==> src/rtl/tpu_buffer_pkg.sv <==
`default_nettype none
// ============================================================================
// Module      : tpu_buffer_pkg
// Description : Shared constants for the TPU global-buffer readers.
// Revision    : 1.0 - initial release
// ============================================================================
package tpu_buffer_pkg;

    localparam int c_DEFAULT_DATA_WIDTH = 16;
    localparam int c_DEFAULT_ADDR_WIDTH = 10;

    localparam logic [1:0] c_IDLE  = 2'd0;
    localparam logic [1:0] c_RUN   = 2'd1;
    localparam logic [1:0] c_DRAIN = 2'd2;

endpackage : tpu_buffer_pkg
`default_nettype wire

==> src/rtl/buffer_reader_fifo.sv <==
`default_nettype none
// ============================================================================
// Module      : buffer_reader_fifo
// Description : Two-entry output FIFO; head is visible combinationally.
// Revision    : 1.0 - initial release
// ============================================================================
module buffer_reader_fifo #(
    parameter int DATA_WIDTH = 16
) (
    input  logic                  clk,
    input  logic                  rst,
    input  logic                  push,
    input  logic [DATA_WIDTH-1:0] push_data,
    input  logic                  pop,
    output logic [1:0]            count,
    output logic [DATA_WIDTH-1:0] head
);

    logic [DATA_WIDTH-1:0] r_mem [2];
    logic                  r_wr_ptr;
    logic                  r_rd_ptr;
    logic [1:0]            r_count;
    logic                  w_push;
    logic                  w_pop;

    assign w_pop  = pop && (r_count != 2'd0);
    // A push into a full FIFO is only legal when the head leaves the same cycle.
    assign w_push = push && ((r_count != 2'd2) || w_pop);

    always_ff @(posedge clk) begin
        if (rst) begin
            r_mem[0] <= '0;
            r_mem[1] <= '0;
            r_wr_ptr <= 1'b0;
            r_rd_ptr <= 1'b0;
            r_count  <= 2'd0;
        end else begin
            if (w_push) begin
                r_mem[r_wr_ptr] <= push_data;
                r_wr_ptr        <= ~r_wr_ptr;
            end
            if (w_pop) begin
                r_rd_ptr <= ~r_rd_ptr;
            end
            case ({w_push, w_pop})
                2'b10:   r_count <= r_count + 2'd1;
                2'b01:   r_count <= r_count - 2'd1;
                default: r_count <= r_count;
            endcase
        end
    end

    assign count = r_count;
    assign head  = r_mem[r_rd_ptr];

endmodule : buffer_reader_fifo
`default_nettype wire

==> src/rtl/buffer_reader.sv <==
`default_nettype none
// ============================================================================
// Module      : buffer_reader
// Description : Burst reader streaming global-buffer words to a ready/valid sink.
// Revision    : 1.0 - initial release
// ============================================================================
module buffer_reader
    import tpu_buffer_pkg::*;
#(
    parameter int DATA_WIDTH = c_DEFAULT_DATA_WIDTH,
    parameter int ADDR_WIDTH = c_DEFAULT_ADDR_WIDTH
) (
    input  logic                  clk,
    input  logic                  rst,
    input  logic                  start,
    input  logic [ADDR_WIDTH-1:0] base_addr,
    input  logic [ADDR_WIDTH:0]   length,
    output logic                  read_enable,
    output logic [ADDR_WIDTH-1:0] addr,
    input  logic [DATA_WIDTH-1:0] r_data,
    output logic                  out_valid,
    input  logic                  out_ready,
    output logic [DATA_WIDTH-1:0] out_data,
    output logic                  busy,
    output logic                  done
);

    logic [1:0]            r_state;
    logic [ADDR_WIDTH-1:0] r_base;
    logic [ADDR_WIDTH:0]   r_len;
    logic [ADDR_WIDTH:0]   r_issued;
    logic [ADDR_WIDTH:0]   r_popped;
    logic                  r_inflight;
    logic                  r_done;

    logic [1:0]            w_count;
    logic                  w_pop;
    logic                  w_issue;
    logic [2:0]            w_occupancy;
    logic [2:0]            w_limit;
    logic [ADDR_WIDTH:0]   w_issued_next;
    logic [ADDR_WIDTH:0]   w_popped_next;

    assign w_pop         = out_valid && out_ready;
    assign w_occupancy   = {1'b0, w_count} + {2'b00, r_inflight};
    // A slot freed by this cycle's pop can be refilled by a read issued now.
    assign w_limit       = w_pop ? 3'd3 : 3'd2;
    assign w_issue       = (r_state == c_RUN) && (w_occupancy < w_limit);
    assign w_issued_next = r_issued + (ADDR_WIDTH+1)'(1);
    assign w_popped_next = r_popped + (ADDR_WIDTH+1)'(1);

    assign read_enable = w_issue;
    assign addr        = r_base + r_issued[ADDR_WIDTH-1:0];
    assign busy        = (r_state != c_IDLE);
    assign done        = r_done;
    assign out_valid   = (w_count != 2'd0);

    always_ff @(posedge clk) begin
        if (rst) begin
            r_state    <= c_IDLE;
            r_base     <= '0;
            r_len      <= '0;
            r_issued   <= '0;
            r_popped   <= '0;
            r_inflight <= 1'b0;
            r_done     <= 1'b0;
        end else begin
            r_inflight <= w_issue;
            r_done     <= 1'b0;
            case (r_state)
                c_IDLE: begin
                    if (start) begin
                        if (length == '0) begin
                            r_done <= 1'b1;
                        end else begin
                            r_base   <= base_addr;
                            r_len    <= length;
                            r_issued <= '0;
                            r_popped <= '0;
                            r_state  <= c_RUN;
                        end
                    end
                end
                c_RUN: begin
                    if (w_issue) begin
                        r_issued <= w_issued_next;
                        if (w_issued_next == r_len) begin
                            r_state <= c_DRAIN;
                        end
                    end
                    if (w_pop) begin
                        r_popped <= w_popped_next;
                    end
                end
                c_DRAIN: begin
                    if (w_pop) begin
                        r_popped <= w_popped_next;
                        if (w_popped_next == r_len) begin
                            r_state <= c_IDLE;
                            r_done  <= 1'b1;
                        end
                    end
                end
                default: r_state <= c_IDLE;
            endcase
        end
    end

    buffer_reader_fifo #(
        .DATA_WIDTH (DATA_WIDTH)
    ) u_fifo (
        .clk       (clk),
        .rst       (rst),
        .push      (r_inflight),
        .push_data (r_data),
        .pop       (w_pop),
        .count     (w_count),
        .head      (out_data)
    );

endmodule : buffer_reader
`default_nettype wire

==> config.mk <==
export PLATFORM = sky130hd
export DESIGN_NAME = buffer_reader
export DESIGN_NICKNAME = d
export VERILOG_FILES = /design/src/rtl/tpu_buffer_pkg.sv /design/src/rtl/buffer_reader_fifo.sv /design/src/rtl/buffer_reader.sv
export SDC_FILE = /design/constraint.sdc
export NUM_CORES = 1
export LEC_CHECK = 0
export CORE_MARGIN = 3
export CORE_UTILIZATION = 56
export CTS_BUF_LIST = sky130_fd_sc_hd__clkbuf_4
export CTS_CLUSTER_SIZE = 24
export DETAILED_ROUTE_END_ITERATION = 10
export GPL_TIMING_DRIVEN = 0
export PLACE_DENSITY = 0.82
export SYNTH_ARGS = -nofsm -noshare
export SYNTH_HDL_FRONTEND = slang
export SYNTH_HIERARCHICAL = 1
export SYNTH_SLANG_ARGS = --single-unit
==> constraint.sdc <==
create_clock -name clk -period 3.19 [get_ports clk]
set_input_delay 0.638 -clock clk [delete_from_list [all_inputs] [get_ports clk]]
set_output_delay 0.638 -clock clk [all_outputs]
set_load 0.01 [all_outputs]
**Yosys cells after proc, flatten, opt, wreduce, memory -nomap -nowiden**

Memories as Yosys holds them, arrays and structs flattened. A register that Yosys moved wholly into a read port is not among the register bits.
Cells that the tools add are included.

- Add/sub/neg operators: 6
- Magnitude comparators: 1
- Equal/unequal tests: 14
- Muxes and demuxes: 30
- Bitwise logic cells: 3
- Reductions and logical operators: 18

Operator list:

| cell | count |
|---|---|
| two-way mux 11 bit | 4 |
| one-hot mux 11 bit (2 select lines) | 2 |
| adder 11 x 1 -> 11 bit (second input constant) | 2 |
| equality test 11 bit | 2 |
| two-way mux 16 bit | 1 |
| OR reduction 16 bit | 1 |
| two-way mux 1 bit | 14 |
| two-way mux 2 bit | 6 |
| logical NOT 11 bit | 1 |
| adder 10 bit | 1 |
| inequality test 2 bit (second input constant) | 5 |
| nonzero test 2 bit | 5 |
| AND reduction 4 bit | 2 |
| inequality test 2 x 1 -> 1 bit (second input constant) | 3 |
| one-hot mux 2 bit (3 select lines) | 1 |
| AND reduction 6 bit | 1 |
| equality test 2 x 1 -> 1 bit (second input constant) | 2 |
| equality test 2 bit (second input constant) | 2 |
| logical AND 1 bit | 4 |
| one-hot mux 2 bit (2 select lines) | 1 |
| adder 2 x 1 -> 3 bit | 1 |
| < comparator 3 x 2 -> 1 bit | 1 |
| NOT 1 bit | 3 |
| AND reduction 3 bit | 1 |
| other kinds (6) | 6 |

- Flip-flop bits (word level): 51
- Memory bits (writable): 32
- Input bits: 41
- Output and inout port bits: 30
- Memories: 1

Memory list:

| name | depth | bits a word | rd ports | clocked after memory_dff | wr ports | line | source |
|---|---|---|---|---|---|---|---|
| u_fifo.r_mem | 2 | 16 | 1 | 1 | 2 | buffer_reader_fifo.sv:19 | `logic [DATA_WIDTH-1:0] r_mem [2];` |

**Depth between registers and ports, before layout**

- Depth in word-level cells: 10
- Gate-level depth with buffers: 10

**Cells and area by module**

The synthesis kept the hierarchy.

Modules (own cells, without submodules):

| module | times used | cells each | area each (µm²) |
|---|---|---|---|
| buffer_reader | 1 | 374 | 3,089.2 |
| buffer_reader_fifo | 1 | 109 | 1,630.3 |

**Worst setup path after synthesis**

No wires, ideal clock.

- Kind: reg2out
- Start point: reg r_issued[1]
- End point: out addr[9]
- Arrival: 1.932 ns
- Data required time: 2.552 ns
- Path slack: 0.620 ns
- Cell stages (with the launch flop): 9
- Path buffers: 0
- Cell sequence: dfxtp_1 -> ha_1 -> a21o_1 -> a21oi_1 -> o21bai_1 -> a21oi_1 -> o21ai_0 -> and4_1 -> nor3_1

- Word-level cells in the longest chain between the ends: 1

RTL lines:

| element | line | source |
|---|---|---|
| start, declared | buffer_reader.sv:31 | `logic [ADDR_WIDTH:0] r_issued;` |
| start signal, assigned | buffer_reader.sv:86 | `r_issued <= w_issued_next;` |
| adder 10 bit | buffer_reader.sv:53 | `assign addr = r_base + r_issued[ADDR_WIDTH-1:0];` |
| end, declared | buffer_reader.sv:19 | `output logic [ADDR_WIDTH-1:0] addr,` |

Every way passes these cells.

**Worst setup path after layout**

- Start point: reg r_base[1]
- End point: out addr[9]

- Word-level cells in the longest chain between the ends: 1

RTL lines:

| element | line | source |
|---|---|---|
| start, declared | buffer_reader.sv:29 | `logic [ADDR_WIDTH-1:0] r_base;` |
| start signal, assigned | buffer_reader.sv:76 | `r_base <= base_addr;` |
| adder 10 bit | buffer_reader.sv:53 |  |

Every way passes these cells.

==> impl_metrics.env <==
export IMPL_status="finished, final reports clean"
export IMPL_cp_buffers_inverters=1
export IMPL_cp_required_ns=2.55
export IMPL_period_minus_slack_ns=3.02
export IMPL_h_tree_depth=3
export IMPL_place_inst=654
export IMPL_nets=623
export IMPL_drive_above_1_share=0.120
export IMPL_hold_class="reg2reg"
export IMPL_boundaryPins=71
export IMPL_finalCritPeriodShare=0.948
export IMPL_startpoint_type="flop"
export IMPL_yosysUniqueCellTypes=61
export IMPL_total_power_w=0.00289
export IMPL_grt_max_degree=17
export IMPL_max_vdd_ir_drop_v=0.000279
export IMPL_place_congestion=0.867
export IMPL_power_density_nw_per_um2=503
export IMPL_syn_avg_cell_area_um2=9.77
export IMPL_ant_nets=0
export IMPL_synth_edf_count=32
export IMPL_area_growth_pct=21.5
export IMPL_vias=3901
export IMPL_synthAdderAreaFrac=0.0493
export IMPL_fmax_ghz=0.331
export IMPL_critPathMaxFanout=3
export IMPL_grt_pass1_wl_mm=18.0
export IMPL_final_common_cell="clkdlybuf4s50_1"
export IMPL_final_setup_viol_count=0
export IMPL_hpwl_mm=8.16
export IMPL_timing_hold_violations_final=0
export IMPL_synth_nets=542
export IMPL_worst_path_largest_cell_delay_ns=0.36
export IMPL_clkLatencyLatePin_ns=0.44
export IMPL_drc=0
export IMPL_slew_viol_final=0
export IMPL_syn_inst=483
export IMPL_slowest_stage="dfxtp_1"
export IMPL_grt_overflow_total=0
export IMPL_antenna_diode_count=0
export IMPL_finClkSkew_ns=0.0169
export IMPL_drt_total_wl_mm=10.9
export IMPL_maxCapViolCount=0
export IMPL_syn_cell_area_um2=4720
export IMPL_crit_path_frequent_cell="a21oi_2"
export IMPL_post_drt_wl_per_cell_um=16.3
export IMPL_clock_path_buffers=2
export IMPL_die_y_um=97.8
export IMPL_tightestPinTransition_ns=1.04
export IMPL_synth_xor_xnor_area_share=0.0779
export IMPL_final_cell_mix="clkdlybuf4s50_1 (64), dfxtp_1 (49), nor2_1 (48)"
export IMPL_slew_headroom=0.301
export IMPL_pre_cts_ws_ns=-0.0705
export IMPL_p_leak_nw=2.27
export IMPL_cts_root_buffer="clkbuf_4"
export IMPL_whs_ns=0.506
export IMPL_async_reset_ff_frac=0
export IMPL_synth_simple_area_share=0.220
export IMPL_synth_seq_area_share=0.424
export IMPL_synth_compound_area_frac=0.112
export IMPL_die_w_um=97.8
export IMPL_synth_top_family_by_area="simple AND/OR/NAND/NOR gates"
export IMPL_grt_usage=0.230
export IMPL_criticalPathCategory="reg2out"
export IMPL_clk_pin_slew_worst_paths_ns=0.14
export IMPL_fin_tns_setup_ns=0
export IMPL_tritoncts="yes"
export IMPL_cp_end_kind="output port"
export IMPL_ys_ff_latch=84
export IMPL_cp_arrival_ns=2.39
export IMPL_cts_buffers=9
export IMPL_ctsHoldBuffers=0
export IMPL_clock_sinks=84
export IMPL_ys_warn_count=6
export IMPL_via_per_inst=5.81
export IMPL_path_cells="ha_1, a21o_1, a21oi_2, o21bai_1, a21oi_2, o21ai_2, and4_1, nor3_1, clkbuf_2"
export IMPL_finalNonFillerCells=671
export IMPL_worst_slack_ns=0.165
export IMPL_start_util=0.592
export IMPL_rsz0062_at_grt="no"
export IMPL_antenna_found_initial=0
export IMPL_synth_mux_area_frac=0.0827
export IMPL_rows=32
export IMPL_first_global_vias=3736
export IMPL_ys_flop_type="dfxtp_1"
export IMPL_die_area_um2=9560
export IMPL_port_buffers=69
export IMPL_firstDrtPassIters=5
export IMPL_dr_first_iter_drc_count=171
export IMPL_crit_family="compound AO/OA/AOI/OAI gates"
export IMPL_core_region_area_um2=7970
-- kinds of logic (layout without fill, tap and decap cells) --
kind of cell,after synthesis,after routing
fa+ha+maj,18,18
flops,84,84
buf+inv,39,125
simple gates,174,174
compound gates,89,89
mux,37,37
xor+xnor,42,42
-- per-stage QoR --
stage | area, um^2 | util
3_5_place_dp | 5540 | 0.696
2_1_floorplan | 4720 | -
5_1_grt | 5740 | 0.720
4_1_cts | 5730 | 0.719
6_report | 5740 | 0.720
3_3_place_gp | 5540 | 0.695
-- per-layer routing --
metal,wire length [um],global-route usage,up-vias
met5,0,0,-
met4,210,0.0745,0
met3,667,0.0421,20
met2,5280,0.378,130
met1,4760,0.309,1858
li1,-,-,1893
-- cell type report --
type / count / area, um^2
clock inverter: 6 / 87.6
timing repair buffer: 70 / 688
clock buffer: 10 / 75.1
fill: 586 / 2230
inverter: 17 / 63.8
sequential: 84 / 2010
multi-input combinational: 360 / 2590
tap: 102 / 128
buffer: 22 / 97.6
-- registers in the layout (all words and copies together), names as in the netlist, named ones only --
signal and count:
done 1, r_popped 11, u_fifo/r_mem 32, r_issued 11, u_fifo/count 2, u_fifo/r_rd_ptr 1, r_inflight 1, u_fifo/r_wr_ptr 1
r_len 11, r_state 2, r_base 10
-- path summary, 6_finish.rpt --
path | start | endpoint | slack, ns | cells after the start
max | r_base[1]$_SDFFE_PP0P_ | addr[9] | 0.17 | 9
min | r_base[0]$_SDFFE_PP0P_ | r_base[0]$_SDFFE_PP0P_ | 0.51 | 2
max reg2reg | r_state[0]$_SDFFE_PP0P_ | r_len[10]$_SDFFE_PP0P_ | 0.43 | 7
min reg2reg | r_base[0]$_SDFFE_PP0P_ | r_base[0]$_SDFFE_PP0P_ | 0.51 | 2
-- worst reg2reg max path, stage by stage (launching register included) --
cell and delay [ns]:
dfxtp_1 0.36, inv_1 0.09, ha_1 0.26, inv_1 0.09, nor3_1 0.85, clkbuf_1 0.66
mux2i_1 0.26, nor2_1 0.05
-- power breakdown --
group,leakage (nW),switching [W],internal (W)
Clock,0.0907,0.000368,0.000328
Combinational,1.42,0.000448,0.000430
Sequential,0.758,0.0000828,0.00123
Total,2.27,0.000898,0.00199
-- timing repair --
action	CTS	global route
resized for setup	16	8
setup buffers	1	0
setup endpoints to repair	6	4
pin swaps	1	2
-- synth_stat cells (3+ instances only) --
cell	number	area, um^2
a21o_1	3	22.5
a21oi_1	37	185
a32oi_1	3	26.3
and2_1	36	225
and3_1	3	18.8
and4_1	5	43.8
buf_2	6	30.0
clkbuf_1	14	52.6
dfxtp_1	52	1040
edfxtp_1	32	961
ha_1	17	213
inv_1	17	63.8
mux2_2	16	180
mux2i_1	21	210
nand2_1	13	48.8
nand3_1	7	35.0
nand3b_1	7	52.6
nand4_1	4	25.0
nor2_1	48	180
nor2b_1	7	43.8
nor3_1	4	20.0
nor4_1	7	43.8
o21ai_0	24	120
o21bai_1	3	22.5
or3_1	9	56.3
or4_1	5	37.5
xnor2_1	30	263
xor2_1	12	105
(Power assumes the default switching activity.)
